## src/rtl/pcie_cfg_pkg.sv

```systemverilog
// pcie_cfg_pkg: shared state encoding, index helper and source-0 constant for the RQ arbiter.
package pcie_cfg_pkg;

    typedef enum logic {IDLE = 1'b0, LOCK = 1'b1} state_e;

    localparam int CFG_SRC_IDX = 0;

    // Index width for n sources, never narrower than one bit.
    function automatic int clog2(input int n);
        int r;
        r = 0;
        while ((1 << r) < n) r++;
        return (r < 1) ? 1 : r;
    endfunction

endpackage

```

## src/rtl/pcie_rr_pick.sv

```systemverilog
// pcie_rr_pick: combinational round-robin picker, first request after last_i wins.
module pcie_rr_pick
    import pcie_cfg_pkg::*;
#(
    parameter int NUM_SRC = 4,
    localparam int IW = clog2(NUM_SRC)
) (
    input  logic [NUM_SRC-1:0] req_i,
    input  logic [IW-1:0]      last_i,
    output logic               found_o,
    output logic [IW-1:0]      idx_o
);

    logic [IW-1:0] j;

    // Walk from the farthest to the nearest candidate so the nearest one is written last.
    always_comb begin
        found_o = 1'b0;
        idx_o   = '0;
        j       = '0;
        for (int k = NUM_SRC; k >= 1; k--) begin
            j = IW'((int'(last_i) + k) % NUM_SRC);
            if (req_i[j]) begin
                found_o = 1'b1;
                idx_o   = j;
            end
        end
    end

endmodule

```

## src/rtl/pcie_rq_arbiter.sv

```systemverilog
// pcie_rq_arbiter: packet-atomic N-source arbiter for the root-port RQ AXI4-Stream path.
module pcie_rq_arbiter
    import pcie_cfg_pkg::*;
#(
    parameter int NUM_SRC             = 4,
    parameter int C_DATA_WIDTH        = 128,
    parameter int KEEP_WIDTH          = C_DATA_WIDTH / 32,
    parameter int AXI4_RQ_TUSER_WIDTH = 62,
    parameter int SRC_IDX_WIDTH       = clog2(NUM_SRC)
) (
    input  logic                                   user_clk,
    input  logic                                   reset,
    input  logic                                   config_mode,
    output logic                                   config_mode_active,
    input  logic [NUM_SRC*C_DATA_WIDTH-1:0]        s_axis_rq_tdata,
    input  logic [NUM_SRC*KEEP_WIDTH-1:0]          s_axis_rq_tkeep,
    input  logic [NUM_SRC*AXI4_RQ_TUSER_WIDTH-1:0] s_axis_rq_tuser,
    input  logic [NUM_SRC-1:0]                     s_axis_rq_tlast,
    input  logic [NUM_SRC-1:0]                     s_axis_rq_tvalid,
    output logic [NUM_SRC-1:0]                     s_axis_rq_tready,
    output logic [C_DATA_WIDTH-1:0]                m_axis_rq_tdata,
    output logic [KEEP_WIDTH-1:0]                  m_axis_rq_tkeep,
    output logic [AXI4_RQ_TUSER_WIDTH-1:0]         m_axis_rq_tuser,
    output logic                                   m_axis_rq_tlast,
    output logic                                   m_axis_rq_tvalid,
    input  logic                                   m_axis_rq_tready,
    output logic [SRC_IDX_WIDTH-1:0]               grant_idx,
    output logic                                   busy
);

    localparam int PW = clog2(NUM_SRC);

    state_e                   state_q, state_d;
    logic [SRC_IDX_WIDTH-1:0] grant_q, grant_d;
    logic [PW-1:0]            last_q, last_d, pick_idx;
    logic                     cma_q, cma_d, found;
    logic [NUM_SRC-1:0]       cfg_mask, req;
    logic                     lock;

    assign cfg_mask = NUM_SRC'(1) << CFG_SRC_IDX;
    assign req      = s_axis_rq_tvalid & (config_mode ? cfg_mask : ~cfg_mask);
    assign lock     = (state_q == LOCK);

    pcie_rr_pick #(.NUM_SRC(NUM_SRC)) u_pick (
        .req_i   (req),
        .last_i  (last_q),
        .found_o (found),
        .idx_o   (pick_idx)
    );

    // Zero the payload whenever valid is low so captures of the bus stay quiet.
    always_comb begin
        m_axis_rq_tvalid = lock & s_axis_rq_tvalid[grant_q];
        m_axis_rq_tdata  = m_axis_rq_tvalid ? s_axis_rq_tdata[grant_q*C_DATA_WIDTH +: C_DATA_WIDTH] : '0;
        m_axis_rq_tkeep  = m_axis_rq_tvalid ? s_axis_rq_tkeep[grant_q*KEEP_WIDTH +: KEEP_WIDTH] : '0;
        m_axis_rq_tuser  = m_axis_rq_tvalid ? s_axis_rq_tuser[grant_q*AXI4_RQ_TUSER_WIDTH +: AXI4_RQ_TUSER_WIDTH] : '0;
        m_axis_rq_tlast  = m_axis_rq_tvalid & s_axis_rq_tlast[grant_q];
        s_axis_rq_tready = lock ? (NUM_SRC'(m_axis_rq_tready) << grant_q) : '0;
    end

    always_comb begin
        state_d = state_q;
        grant_d = grant_q;
        last_d  = last_q;
        cma_d   = lock ? (grant_q == SRC_IDX_WIDTH'(CFG_SRC_IDX)) : config_mode;
        if (!lock && found) begin
            state_d = LOCK;
            grant_d = SRC_IDX_WIDTH'(pick_idx);
            last_d  = pick_idx;
        end else if (lock && m_axis_rq_tvalid && m_axis_rq_tready && m_axis_rq_tlast) begin
            state_d = IDLE;
        end
    end

    always_ff @(posedge user_clk) begin
        if (reset) begin
            state_q <= IDLE;
            grant_q <= '0;
            last_q  <= PW'(NUM_SRC - 1);
            cma_q   <= 1'b0;
        end else begin
            state_q <= state_d;
            grant_q <= grant_d;
            last_q  <= last_d;
            cma_q   <= cma_d;
        end
    end

    assign grant_idx          = grant_q;
    assign busy               = lock;
    assign config_mode_active = cma_q;

endmodule
```

## config.mk

```make
export PLATFORM = sky130hd
export DESIGN_NAME = pcie_rq_arbiter
export DESIGN_NICKNAME = d
export VERILOG_FILES = /design/src/rtl/pcie_cfg_pkg.sv /design/src/rtl/pcie_rr_pick.sv /design/src/rtl/pcie_rq_arbiter.sv
export SDC_FILE = /design/constraint.sdc
export NUM_CORES = 1
export LEC_CHECK = 0
export ABC_AREA = 1
export BUFFER_PORTS_ARGS = -buffer_cell sky130_fd_sc_hd__buf_4
export CORE_AREA = 2 2 388 390
export DETAILED_ROUTE_END_ITERATION = 12
export DIE_AREA = 0 0 390 392
export PLACE_DENSITY = 0.3
export SETUP_SLACK_MARGIN = 0.02
export SLEW_MARGIN = 40
export SYNTH_ARGS = -nofsm -noshare
export SYNTH_HDL_FRONTEND = slang
export SYNTH_SLANG_ARGS = --single-unit
export TNS_END_PERCENT = 10
```

## constraint.sdc

```tcl
create_clock -name user_clk -period 1.7 [get_ports user_clk]
set_input_delay 0.34 -clock user_clk [delete_from_list [all_inputs] [get_ports user_clk]]
set_output_delay 0.34 -clock user_clk [all_outputs]
set_load 0.01 [all_outputs]
```

==> reports/summary.txt, run 1 <==
Die ar. -> 0.1529 mm²
Final wirelength -> 110.6 mm
Routed Antenna Nets -> 0
# fillers -> 17.49k
Largest net degree at the start of global routing -> 62
Post-DP HPWL -> 95.86 mm
DRC -> 0
Clock tree sinks -> 6
Input/output buffers -> 991
Main synth FF type -> dfxtp_1
WS Path Type -> reg2out
Clock slew at the register clock pins of the worst setup and hold paths -> 0.03 ns
Cell variety after synth -> 20
Num rows -> 142
Max_cap viols -> 0
Yosys warns -> 0
Root buf cell -> clkbuf_16
Synth-to-layout area growth -> 186.9%
Syn Std Cell Area -> 0.007516 mm²
Drt first pass iters -> 5
Achievable clock frequency -> 0.4172 GHz
H-tree Lvls -> 1
Via Count -> 15.84k
RSZ-0062 raised after global routing -> yes
Initial antenna violation count -> 44
Top Ports -> 992
Share of flip-flops with an asynchronous set or reset -> 0
GRT Resource Usage Total -> 0.1337
Worst-path maximum fanout -> 43
Number of synthesized flops with an enable pin -> 0
Critical Path AT -> 2.06 ns
Avg WL per Cell -> 23.91 µm
CP dominant cell by count -> buf_4
Largest stage delay, worst path -> 0.48 ns
LEAKAGE -> 10.88 nW
#FFs+latches synth -> 6
Placed inst area -> 0.01860 mm²
Worst Path Required -> 1.36 ns
Tot Pwr -> 26.83 mW
Initial Util -> 0.05048
Critical path, cell by cell -> buf_16 -> buf_4 -> nor2_1 -> o32ai_2 -> nand2_4 -> inv_2 -> buf_4
Syn Area/Cell -> 4.686 µm²
Syn_nets -> 2392
Nets@finish -> 3466
CTS Buf Count -> 3
Design Area, Final -> 0.02156 mm²
Final Wtd Congestion -> 0.8864
Setup TNS -> -118.53 ns
CP max stage cell -> dfxtp_4
CORE AREA -> 0.1489 mm²
Setup WS pre-CTS -> -1.007 ns
Most common cell after layout, fill and taps aside -> buf_4
Die height -> 392 µm
CP startpoint kind -> flop
Gr ovfl total -> 0
First-pass GRT wire length -> 141.4 mm
Die X -> 390 µm
Fin. Hold Viols -> 0
Final worst setup slack -> -0.6969 ns
DR iter-0 viols -> 806
Final Cycle Share -> 1.410
Max Slew Vio Count -> 0
Final worst clock skew -> 0.001084 ns
Bufs on Longest Clock Path -> 2
Power density cells -> 1244 mW/mm²
Maximum VDD drop -> 0.0004444 V
Share of layout cells above drive strength 1 -> 0.5841
Worst-Skew Late Latency -> 0.23 ns
Sequential area share after synthesis -> 0.01598
Worst setup EP type -> output port
Worst slew pin tran -> 0.4527 ns
Status -> finished with violations
Hold/Removal Path Class -> in2reg
Slew headroom -> 0.6982
Crit path time final -> 2.397 ns
Commonest non-fill, non-tap cells in the layout -> 1050 x buf_4, 549 x nor2_1, 189 x o21ai_0, 128 x nand2_1, 124 x inv_1
Final setup viols -> 200
CTS tree -> yes
Vias in the first global route -> 16.11k
WHS -> 0.3208 ns
Failing checks -> negative setup slack
Vias per Instance -> 3.425
Syn Inst Count -> 1604
state kept, by name, indices dropped and copies added, names as in the netlist:
register and cells:
busy 1, last_q 2, config_mode_active 1, grant_idx 2
report_power, final:
part | switching (mW) | internal, mW | leakage, nW
Combinational | 13.9 | 12.2 | 10.8
Clock | 0.0813 | 0.302 | 0.0370
Sequential | 0.138 | 0.211 | 0.0510
critical path, delay by kind of cell, from the launching register on:
kind / cells / cell delay, ns
AO/OA/AOI/OAI: 1 / 0.39
flip-flops: 1 / 0.48
AND/OR/NAND/NOR: 2 / 0.18
buffers and inverters: 4 / 0.68
cells by family (layout without fill, tap and decap cells):
| group | count (synthesis) | after routing | synth area share |
|---|---|---|---|
| other | 0 | 6 | 0 |
| AO/OA/AOI/OAI | 403 | 403 | 0.3684 |
| buffers and inverters | 359 | 1431 | 0.1944 |
| XOR/XNOR | 2 | 2 | 0.002331 |
| flip-flops | 6 | 6 | 0.01598 |
| AND/OR/NAND/NOR | 834 | 834 | 0.4188 |
synth_stat cells, types with 2 or more instances:
cell | instances | area [µm²]
buf_1 | 11 | 41.29
clkbuf_1 | 88 | 330.3
dfxtp_1 | 6 | 120.1
inv_1 | 184 | 690.7
nor3_1 | 2 | 10.01
inv_2 | 20 | 75.07
nand3_1 | 10 | 50.05
o21ai_0 | 199 | 996.0
buf_4 | 18 | 135.1
nand2_1 | 228 | 855.8
a21oi_1 | 8 | 40.04
buf_2 | 37 | 185.2
o32ai_1 | 194 | 1699
nor2_1 | 593 | 2226
cell type report:
type                            count  area, µm²  area share
Clock buffer                        3      75.07    0.003482
Antenna cell                        6      15.01   0.0006964
Inverter                          205      800.8     0.03714
Sequential cell                     6      128.9    0.005977
Timing Repair Buffer             1223      10610      0.4922
Multi-Input combinational cell   1239       7496      0.3477
Tap cell                         1944       2432      0.1128
per-stage QoR:
stage          std cells  utilization
3_3_place_gp        4577       0.1247
3_5_place_dp        4577       0.1249
5_1_grt             4623       0.1448
2_1_floorplan       1604            -
6_report            4626       0.1448
4_1_cts             4611       0.1396
routing by layer:
layer / GRT usage / share of wire
met5: 0 / 0.0013
met2: 0.2374 / 0.50
met4: 0.01018 / 0.0099
met3: 0.03337 / 0.072
met1: 0.1680 / 0.42
path summary, 6_finish.rpt:
path,start,endpoint,slack (ns),depth (start not counted)
hold reg to reg,last_q[1]$_SDFFE_PP1P_,last_q[1]$_SDFFE_PP1P_,0.64,2
setup reg to reg,grant_idx[0]$_SDFFE_PP0P_,busy$_SDFFE_PP0P_,-0.11,10
hold / removal,reset,grant_idx[0]$_SDFFE_PP0P_,0.32,2
setup / recovery,grant_idx[0]$_SDFFE_PP0P_,m_axis_rq_tdata[47],-0.70,7
what timing repair did:
item                                    in CTS  in global routing
cloned                                      14                  3
endpoints found under the hold margin        0                  0
gates resized for setup                    356                187
pin swaps                                   32                 26
hold buffers                                 0                  0
endpoints found under the setup margin     200                204
buffers inserted                            18                  7
No activity file was read; power rests on OpenSTA's default activity.
==> run 2, diff against run 1 <==
ABC_AREA = 0   (was 1)
SETUP_SLACK_MARGIN = not set   (was 0.02)
==> run 2 against run 1 <==
Effect of this change: the flow still finishes with violations (negative setup slack); combinational power is 79% lower; clock power is 22% higher; non-clock buffer count is 140 lower; core utilization is 2.6 points lower; total power is 77% lower; synthesized area is 15% lower; largest cell class unchanged; largest power group unchanged.
==> reports/summary.txt, run 2 <==
# fillers -> 17.16k
Sw Ratio -> 0.4052
Gr ovfl total -> 0
CTS tree -> yes
Final worst setup slack -> -0.7749 ns
Final Wtd Congestion -> 0.8527
Worst Path Required -> 1.36 ns
Share of layout cells above drive strength 1 -> 0.8868
Root buf cell -> clkbuf_16
Largest area contributor in the netlist -> mux4_2
#FFs+latches synth -> 6
Via Count -> 10.29k
WS Path Type -> reg2out
Nets@finish -> 2317
Initial Util -> 0.04294
Commonest non-fill, non-tap cells in the layout -> 1014 x buf_4, 195 x mux4_2, 128 x and3_1, 67 x and3_4, 32 x buf_6
Final worst clock skew -> 0.008409 ns
Top cells by area, synth -> mux4_2 69%, and3_1 19%, clkbuf_1 3.3%
Post-DP HPWL -> 83.12 mm
Layout Cells excl Fill -> 3484
RSZ-0062 raised after global routing -> yes
Synth-to-layout area growth -> 176.5%
Vias per Instance -> 2.952
Share of flip-flops with an asynchronous set or reset -> 0
Sequential area share after synthesis -> 0.01879
Yosys warns -> 0
Multi-input logic area -> 0.006208 mm²
Vias in the first global route -> 10.61k
Clock slew at the register clock pins of the worst setup and hold paths -> 0.05 ns
Placed inst area -> 0.01671 mm²
CTS Buf Count -> 3
Achievable clock frequency -> 0.4041 GHz
Power density cells -> 342.6 mW/mm²
Num rows -> 142
Combinational share of power -> 0.893
Syn_nets -> 1320
Tot Pwr -> 6.056 mW
Status -> finished with violations
Synth top area share -> 0.6904
Main synth FF type -> dfxtp_1
Number of synthesized flops with an enable pin -> 0
Worst-Skew Late Latency -> 0.25 ns
Crit path time final -> 2.475 ns
Most common cell in the netlist -> mux4_2
GRT Resource Usage Total -> 0.1124
Cell variety after synth -> 27
Worst-path maximum fanout -> 24
Final wirelength -> 95.88 mm
Die height -> 392 µm
Final setup viols -> 200
H-tree Lvls -> 1
Bufs on Longest Clock Path -> 2
Design Area, Final -> 0.01768 mm²
Fin. Hold Viols -> 0
LEAKAGE -> 7.783 nW
Most common cell after layout, fill and taps aside -> buf_4
Dpl cells -> 3448
Die X -> 390 µm
Post-synth top cells -> 196 x mux4_2, 195 x and3_1, 56 x clkbuf_1
DR iter-0 viols -> 497
Die ar. -> 0.1529 mm²
CORE AREA -> 0.1489 mm²
Top Ports -> 992
Failing checks -> negative setup slack
R2R setup slack -> -0.28 ns
CTS Hold Bufs -> 0
Final Cycle Share -> 1.456
Hold/Removal Path Class -> in2reg
Avg WL per Cell -> 27.52 µm
First-pass GRT wire length -> 113.4 mm
Initial antenna violation count -> 65
Drt first pass iters -> 4
Share of power burned in registers -> 0.030
Largest net degree at the start of global routing -> 97
CP startpoint kind -> flop
Max Slew Vio Count -> 0
Worst setup EP type -> output port
DRC -> 0
Syn Inst Count -> 532
Critical Path AT -> 2.13 ns
Maximum VDD drop -> 0.0002465 V
Input/output buffers -> 991
Worst slew pin tran -> 0.3018 ns
Cell Int Power -> 3.602 mW
Clock power share -> 0.077
Slew headroom -> 0.7988
Routed Antenna Nets -> 0
Max_cap viols -> 0
Psw -> 2.454 mW
Syn Area/Cell -> 12.02 µm²
Reg area -> 131.4 µm²
Syn Std Cell Area -> 0.006394 mm²
Clock tree sinks -> 6
==> run 2: routing by layer <==
layer  vias to the layer above  track usage  wire length, µm
met2                       654       0.1870            45820
met5                         -            0              141
met1                      5180       0.1510            41280
li1                       4336            -                -
met3                        93      0.03008             7709
met4                        22     0.006388              928
==> run 2: cells by family after synthesis <==
| family | share of synthesized area |
|---|---|
| and+or+nand+nor | 0.2135 |
| muxes | 0.6920 |
| buffers and inverters | 0.06419 |
| AOI/OAI and AO/OA | 0.01155 |
| DFF | 0.01879 |
==> run 2: stage by stage <==
step / hold WS, ns / util / setup TNS, ns / worst slack [ns]
floorplan: 0.4050 / - / -38.53 / -0.2115
global placement: 0.5523 / 0.1122 / -91.18 / -0.5488
detailed placement: 0.5402 / 0.1122 / -91.09 / -0.5493
CTS: 0.3792 / 0.1140 / -144.39 / -0.7935
global route: 0.3861 / 0.1185 / -154.63 / -0.8161
finish: 0.3714 / 0.1187 / -143.77 / -0.7749
==> run 2: power by group through the flow <==
stage | clock network (mW) | registers, mW | logic (mW)
6_report | 0.467 | 0.179 | 5.41
2_1_floorplan | 0 | 0.175 | 1.90
4_1_cts | 0.496 | 0.181 | 5.07
3_3_place_gp | 0 | 0.185 | 4.95
5_1_grt | 0.503 | 0.183 | 5.74
3_5_place_dp | 0 | 0.184 | 4.92
==> run 2: timing repair <==
action	in CTS	in global routing
endpoints found under the setup margin	202	202
resized for setup	23	90
buffers inserted	2	4
cloned	2	13
pin swaps	0	5
==> run 2: area by class of cell <==
class	instances	share of cell area
Inverter	3	0.0006370
Clock buffer	4	0.004459
Sequential cell	6	0.007432
Tap cell	1944	0.1376
Timing Repair Buffer	1083	0.4970
Multi-Input combinational cell	432	0.3512
Antenna cell	12	0.001699
==> run 2: worst paths after layout <==
check | startpoint | to | cells past startpoint
worst max-delay path | grant_idx[0]$_SDFFE_PP0P_ | m_axis_rq_tdata[15] | 5
worst max register to register | grant_idx[0]$_SDFFE_PP0P_ | busy$_SDFFE_PP0P_ | 6
worst min register to register | last_q[0]$_SDFFE_PP1P_ | last_q[0]$_SDFFE_PP1P_ | 2
worst min-delay path | reset | busy$_SDFFE_PP0P_ | 2
==> run 2: critical path, cell delays in order (launching register included) <==
cell and delay, ns:
dfxtp_4 0.40, mux4_4 0.72, buf_8 0.20, buf_16 0.15, and3_1 0.22, buf_4 0.14
